$ cat src/rtl/alu_pkg.sv
// Shared ALU definitions: iterative-shifter FSM states, default widths and op encodings.
package alu_pkg;
  localparam int WIDTH_DEF = 32;
  localparam int SHW_DEF   = 5;

  // SRA op code, shared with the execute-stage decoder
  localparam logic [3:0] ALU_OP_SRA = 4'd13;

  typedef enum logic [1:0] {
    IDLE  = 2'd0,
    SHIFT = 2'd1,
    DONE  = 2'd2
  } state_t;
endpackage

$ cat src/rtl/sra_step.sv
// One-bit arithmetic right shift; mirror of the one-bit left-shift ALU op.
module sra_step #(
  parameter int WIDTH = 32
) (
  input  logic [WIDTH-1:0] x,
  output logic [WIDTH-1:0] y
);
  assign y = {x[WIDTH-1], x[WIDTH-1:1]};
endmodule

$ cat src/rtl/sra_iter.sv
// Iterative arithmetic right shifter: one sign-preserving shift per clock, done pulse on completion.
module sra_iter
  import alu_pkg::*;
#(
  parameter int WIDTH = WIDTH_DEF,
  parameter int SHW   = SHW_DEF
) (
  input  logic             clk,
  input  logic             rst,
  input  logic             start,
  input  logic [WIDTH-1:0] a,
  input  logic [WIDTH-1:0] b,
  output logic             busy,
  output logic             done,
  output logic [WIDTH-1:0] out
);
  state_t           state, state_nxt;
  logic [WIDTH-1:0] acc, acc_step;
  logic [SHW-1:0]   cnt;
  logic             accept;
  logic             unused_b;

  assign unused_b = ^b[WIDTH-1:SHW];

  sra_step #(.WIDTH(WIDTH)) u_step (.x(acc), .y(acc_step));

  // DONE accepts a new start just like IDLE, allowing back-to-back ops
  assign accept = start && (state != SHIFT);

  always_comb begin
    state_nxt = state;
    busy      = 1'b0;
    done      = 1'b0;
    case (state)
      IDLE: begin
        if (start) state_nxt = (b[SHW-1:0] == '0) ? DONE : SHIFT;
      end
      SHIFT: begin
        busy = 1'b1;
        if (cnt == SHW'(1)) state_nxt = DONE;
      end
      DONE: begin
        done = 1'b1;
        if (start) state_nxt = (b[SHW-1:0] == '0) ? DONE : SHIFT;
        else       state_nxt = IDLE;
      end
      default: state_nxt = IDLE;
    endcase
  end

  always_ff @(posedge clk or posedge rst) begin
    if (rst) begin
      state <= IDLE;
      acc   <= '0;
      cnt   <= '0;
    end else begin
      state <= state_nxt;
      if (accept) begin
        acc <= a;
        cnt <= b[SHW-1:0];
      end else if (state == SHIFT) begin
        acc <= acc_step;
        cnt <= cnt - SHW'(1);
      end
    end
  end

  assign out = acc;
endmodule
$ cat config.mk
export PLATFORM = sky130hd
export DESIGN_NAME = sra_iter
export DESIGN_NICKNAME = d
export VERILOG_FILES = /design/src/rtl/alu_pkg.sv /design/src/rtl/sra_step.sv /design/src/rtl/sra_iter.sv
export SDC_FILE = /design/constraint.sdc
export NUM_CORES = 1
export LEC_CHECK = 0
export ABC_AREA = 0
export CORE_ASPECT_RATIO = 0.5
export CORE_MARGIN = 3
export CORE_UTILIZATION = 35
export DETAILED_ROUTE_END_ITERATION = 8
export GPL_TIMING_DRIVEN = 0
export PLACE_DENSITY_LB_ADDON = 0.1
export SYNTH_ARGS = -nofsm -noshare
export SYNTH_HDL_FRONTEND = slang
export SYNTH_SLANG_ARGS = --single-unit
$ cat constraint.sdc
create_clock -name clk -period 1.3 [get_ports clk]
set_input_delay 0.26 -clock clk [delete_from_list [all_inputs] [get_ports clk]]
set_output_delay 0.26 -clock clk [all_outputs]
set_load 0.005 [all_outputs]
## Word-level counts from Yosys, hierarchy flattened

Cells that the tools add are included.

| operators by class | value |
|---|---|
| equality and inequality tests | 6 |
| multiplexer cells | 11 |
| reduce and logical (&&, ||, !) cells | 5 |
| add/subtract/negate cells | 1 |

Operators with widths:

| kind | count |
|---|---|
| $mux W32 | 1 |
| $mux W31 | 1 |
| $mux W5 | 2 |
| $mux W2 | 4 |
| $pmux W2 S3 | 1 |
| $eq A5 B1 Y1 const B | 1 |
| $logic_not A5 Y1 | 1 |
| $sub A5 B1 Y5 const B | 1 |
| $ne A2 B2 Y1 const B | 2 |
| $eq A2 B1 Y1 const B | 1 |
| $eq A2 B2 Y1 const B | 1 |
| $logic_not A2 Y1 | 1 |
| $mux W1 | 2 |
| $ne A2 B1 Y1 const B | 1 |
| $reduce_and A2 Y1 | 1 |
| $reduce_bool A2 Y1 | 1 |
| $logic_and A1 B1 Y1 | 1 |

| word-level totals | value |
|---|---|
| input port bits | 67 |
| register bits after elaboration | 39 |
| logic and storage cells | 27 |
| output and inout port bits | 34 |

## Longest topological paths before layout

Gate-level depths: netlist (run 1).

| logic depth | value |
|---|---|
| depth after elaboration | 4 |
| gate-level depth with buffers | 6 |

## Modules after synthesis

Synthesis (run 1) repeated with hierarchy kept, for this count alone.

| unflattened totals | value |
|---|---|
| cells, all modules | 217 |
| area, all modules | 2145.8 sq um |

Modules (own cells, without submodules):

| module | times used | cells an instance | area each (sq um) |
|---|---|---|---|
| sra_iter | 1 | 185 | 1905.6 |
| sra_step | 1 | 32 | 240.2 |

## Least setup slack after synthesis (run 1)

No wires, ideal clock.

| path | value |
|---|---|
| path kind | register -> register |
| start | register state[1] |
| end | register cnt[3] |
| arrival | 1.174 ns |
| setup slack | 0.006 ns |
| required time | 1.180 ns |
| setup time | 0.120 ns |
| stages on the path, launching flop included | 6 |
| period minus slack after synthesis | 1.294 ns |
| cells stage by stage | dfrtp_1 > nand2b_1 > buf_6 > inv_4 > mux2_4 > o211a_1 |

| on the way | value |
|---|---|
| longest elaborated chain between the ends | 3 |

Ends and longest elaborated chain:

| element | RTL line | source |
|---|---|---|
| start: declaration | sra_iter.sv:17 | `state_t state, state_nxt;` |
| start signal: assignment | sra_iter.sv:57 | `state <= state_nxt;` |
| $ne A2 B1 Y1 | sra_iter.sv:28 | `assign accept = start && (state != SHIFT);` |
| $logic_and A1 B1 Y1 | sra_iter.sv:28 |  |
| $mux W5 or $reduce_bool A2 Y1 (tied branches) | n/a |  |
| end signal: assignment | sra_iter.sv:60 | `cnt <= b[SHW-1:0];` |
| end signal: assignment | sra_iter.sv:63 | `cnt <= cnt - SHW'(1);` |
| end: declaration | sra_iter.sv:19 | `logic [SHW-1:0] cnt;` |

Several ways; a longest one is shown, not always the timed one.
A chain may end at the register's enable or synchronous reset.

## Final worst setup path (run 1)

| path | value |
|---|---|
| start | register state[0] |
| end | output port busy |

| on the way | value |
|---|---|
| longest elaborated chain between the ends | 2 |

Ends and longest elaborated chain:

| element | RTL line | source |
|---|---|---|
| $eq A2 B1 Y1 | sra_iter.sv:34 | `case (state)` |
| $mux W1 | sra_iter.sv:34 |  |
| end: declaration | sra_iter.sv:13 | `output logic busy,` |

No other way between the ends.

==> flow_summary_export.csv, run 1 <==
group,metric,value,unit
run_status,outcome,"complete, but fails checks",
run_status,violations,"negative setup slack",
synth,ys_ff_latch,39,
cts,h-tree-depth,2,
cts,clock_latency,0.29,ns
synth,syn_inst,182,
worst_setup_path,start_kind,"flip-flop",
synth,avgSynthCellArea,10.4,µm²
timing,worst_hold_slack,0.455,ns
detailed_routing,routed_wl,5.15,mm
worst_setup_path,path_max_fanout,3,
global_routing,grt_busiest_layer,"met2",
floorplan,fp.dieH,58.1,µm
synth,post-synth-top-area-fraction,0.513,
cts,cts-root-buf,"clkbuf_8",
placed_design,gp_congestion,0.806,
timing,tightest_slew,0.813,ns
run,max_cap_viol_count,0,
global_routing,grt_use_total,0.168,
worst_setup_path,critPathMostFrequentCell,"buf_6",
finish,syn_to_final_growth,63.7,%
worst_setup_path,crit_arrival,1.09,ns
cts,clkTransAtPathRegs,0.08,ns
timing,clock.fmax,739,MHz
timing,grt_setup_unrepaired,"yes",
synth,ys_types,29,
detailed_routing,drt-initial-drc-count,82,
floorplan,io_pins,101,
global_routing,grt_overflow,0,
global_routing,grt_pass1_wl,8.51,mm
finish,stdcell_count,367,
global_routing,use_met3,0.0489,
synth,synth_area,1900,µm²
synth,synth_nets,251,
finish,antenna_cells,0,
power_and_ir_drop,p_per_area,1990,nW/µm²
cts,numClockSinks,39,
detailed_routing,vias,1760,
worst_setup_path,crit_slowest_cell,"dfrtp_1",
detailed_routing,drcViolationCount,0,
synth,synth_warnings,0,
cts,holdBufCountCts,0,
floorplan,core-area,5090,µm²
global_routing,antenna_found_initial,0,
timing,fin_crit_sh,1.04,
placed_design,numPortBuffers,73,
global_routing,use_met1,0.229,
detailed_routing,viasPerCell,4.80,
placed_design,dp.cells,325,
floorplan,die_w,110,µm
synth,synth.area.top_cells,"dfrtp_1, mux2i_1, o21ai_0",
power_and_ir_drop,ir_drop,0.830,mV
detailed_routing,ant_nets,0,
timing,period_minus_slack,1.35,ns
global_routing,grt_pass1_vias,1800,
finish,layout.nets,365,
detailed_routing,drt_first_pass_iters,4,
placed_design,dpl.hpwl,3.41,mm
floorplan,die_area,6410,µm²
timing,setup-violations-final,4,
timing,finalClockSkew,0.00304,ns
cts,cts_tree,"built",
cts,cts_buffers,5,
timing,relSlewSlack,0.457,
worst_setup_path,endpoint_kind,"output pin",
worst_setup_path,cpPeakStageDelay,0.43,ns
power_and_ir_drop,finalPower,6.18,mW
finish,layout-drive-gt1-share,0.232,
timing,fin_ws,-0.0541,ns
worst_setup_path,path_cells,"nand2b_4 > inv_8 > buf_6 > buf_6",
worst_setup_path,worstSetupPathType,"reg2out",
detailed_routing,wl_per_cell,14.0,µm
timing,finalMaxSlewViolations,0,
min_path,hold_class,"in2async",
finish,fillCellCount,457,
power_and_ir_drop,power.leakage,1.57,nW
synth,seq_area_frac_synth,0.513,
floorplan,initial_core_util,0.374,
timing,finalHoldViolations,0,
cts,clockBufferDepth,2,
worst_setup_path,worstPathRequired,1.04,ns
synth,synth_area_leader_cell,"dfrtp_1",
timing,fin_tns_setup,-0.133,ns
floorplan,fp-row-count,18,
global_routing,grt_max_degree,40,
global_routing,use_met2,0.270,
-- per-layer routing --
metal | part of all wire | routed length (µm)
met4 | 0.0070 | 36
met5 | 0 | 0
met3 | 0.069 | 355
met1 | 0.48 | 2450
met2 | 0.45 | 2310
-- synth_stat cells --
cell	n
or4_4	1
inv_4	1
buf_2	6
o32ai_1	1
mux2_2	1
nor2b_1	1
mux2_4	1
nor3_1	2
clkbuf_2	2
dfrtp_1	39
a211oi_1	1
nor2_2	1
ha_1	2
buf_6	2
or4b_1	1
mux2i_1	32
o211a_1	2
a21oi_1	2
o21ai_0	32
nand3_1	5
buf_4	2
o221ai_1	1
nand2b_1	1
a32o_1	1
inv_1	6
and2_1	1
o221a_2	1
nand2_1	33
or3_1	1
-- cell usage in the layout, fill, tap and decap left out, types with 2 or more instances in the layout --
cell type        Yosys  routed
dfrtp_1             39      38
clkdlybuf4s50_1      0      37
dlygate4sd2_1        0      33
mux2i_1             32      32
nand2_1             33      32
o21ai_0             32      32
buf_4                2      32
buf_6                2       6
buf_2                6       6
inv_1                6       5
nand3_1              5       5
clkbuf_8             0       5
nor3_1               2       2
buf_8                0       2
a21oi_1              2       2
o211a_1              2       2
ha_1                 2       2
-- critical path: cells and delay by family, from the launching register on --
| kind | cells | cell delay (ns) |
|---|---|---|
| DFF | 1 | 0.43 |
| buffers and inverters | 3 | 0.25 |
| and+or+nand+nor | 1 | 0.12 |
-- registers in the layout, indices dropped and copies added (netlist names) --
register  count
out          32
cnt           5
state         2
-- repair_timing --
item | in CTS | in global routing
pin swaps | 3 | 0
setup buffers | 31 | 3
cloned | 0 | 1
setup endpoints to repair | 55 | 32
gates resized for setup | 56 | 7
-- power breakdown --
part	total, mW	internal, mW	switching (mW)	leakage (nW)
Combinational	3.06	1.72	1.33	1.03
Clock	1.02	0.572	0.447	0.0581
Sequential	2.11	1.77	0.333	0.482
Total	6.18	4.07	2.11	1.57
-- layout make-up --
type                    count  area (µm²)  share of cell area
inverters                   7        33.8              0.0109
well taps                  70        87.6              0.0281
multi-input cells         124         850               0.273
flip-flops and latches     39         977               0.314
plain buffers              11        92.6              0.0297
repair buffers            108         960               0.308
clock buffers               5        68.8              0.0221
clock inverters             3        43.8              0.0141
-- final timing paths --
path,start,end,slack [ns],depth (start not counted)
worst max-delay path,state[0],busy,-0.05,4
worst min-delay path,rst,out[16],0.45,2
worst max register to register,state[1],cnt[4],-0.04,4
worst min register to register,out[31],out[30],0.51,2
max in group asynchronous,rst,cnt[0],0.29,2
min in group clk,start,state[0],0.49,3
-- logic make-up after synthesis --
kind of cell	count (synthesis)	share of synthesized area
simple gates	47	0.111
compound gates	41	0.124
flops	39	0.513
mux	34	0.182
buf+inv	19	0.0559
fa+ha+maj	2	0.0132
-- metrics by stage --
stage          worst slack (ns)   util  cell area (µm²)
2_1_floorplan           0.00563      -             1900
3_3_place_gp             -0.775  0.534             2720
3_5_place_dp             -0.484  0.534             2720
4_1_cts                  -0.118  0.603             3070
5_1_grt                  -0.117  0.612             3110
6_report                -0.0541  0.612             3110
Note: power is estimated with default switching activity, not from simulation.
==> inputs of run 2 (changes only) <==
--- a/config.mk
+++ b/config.mk
@@ -10,6 +10,7 @@
 export CORE_MARGIN = 3
 export CORE_UTILIZATION = 35
 export DETAILED_ROUTE_END_ITERATION = 8
+export GPL_ROUTABILITY_DRIVEN = 0
 export GPL_TIMING_DRIVEN = 0
 export PLACE_DENSITY_LB_ADDON = 0.1
 export SYNTH_ARGS = -nofsm -noshare
==> results of run 2 <==
Final layout, timing and power as in run 1 (identical DEF).
==> inputs of run 3 (changes only) <==
--- a/config.mk
+++ b/config.mk
@@ -9,6 +9,7 @@
 export CORE_ASPECT_RATIO = 0.5
 export CORE_MARGIN = 3
 export CORE_UTILIZATION = 35
+export CTS_CLUSTER_SIZE = 14
 export DETAILED_ROUTE_END_ITERATION = 8
 export GPL_ROUTABILITY_DRIVEN = 0
 export GPL_TIMING_DRIVEN = 0
==> results of run 3 <==
Final layout, timing and power as in run 1 (identical DEF).
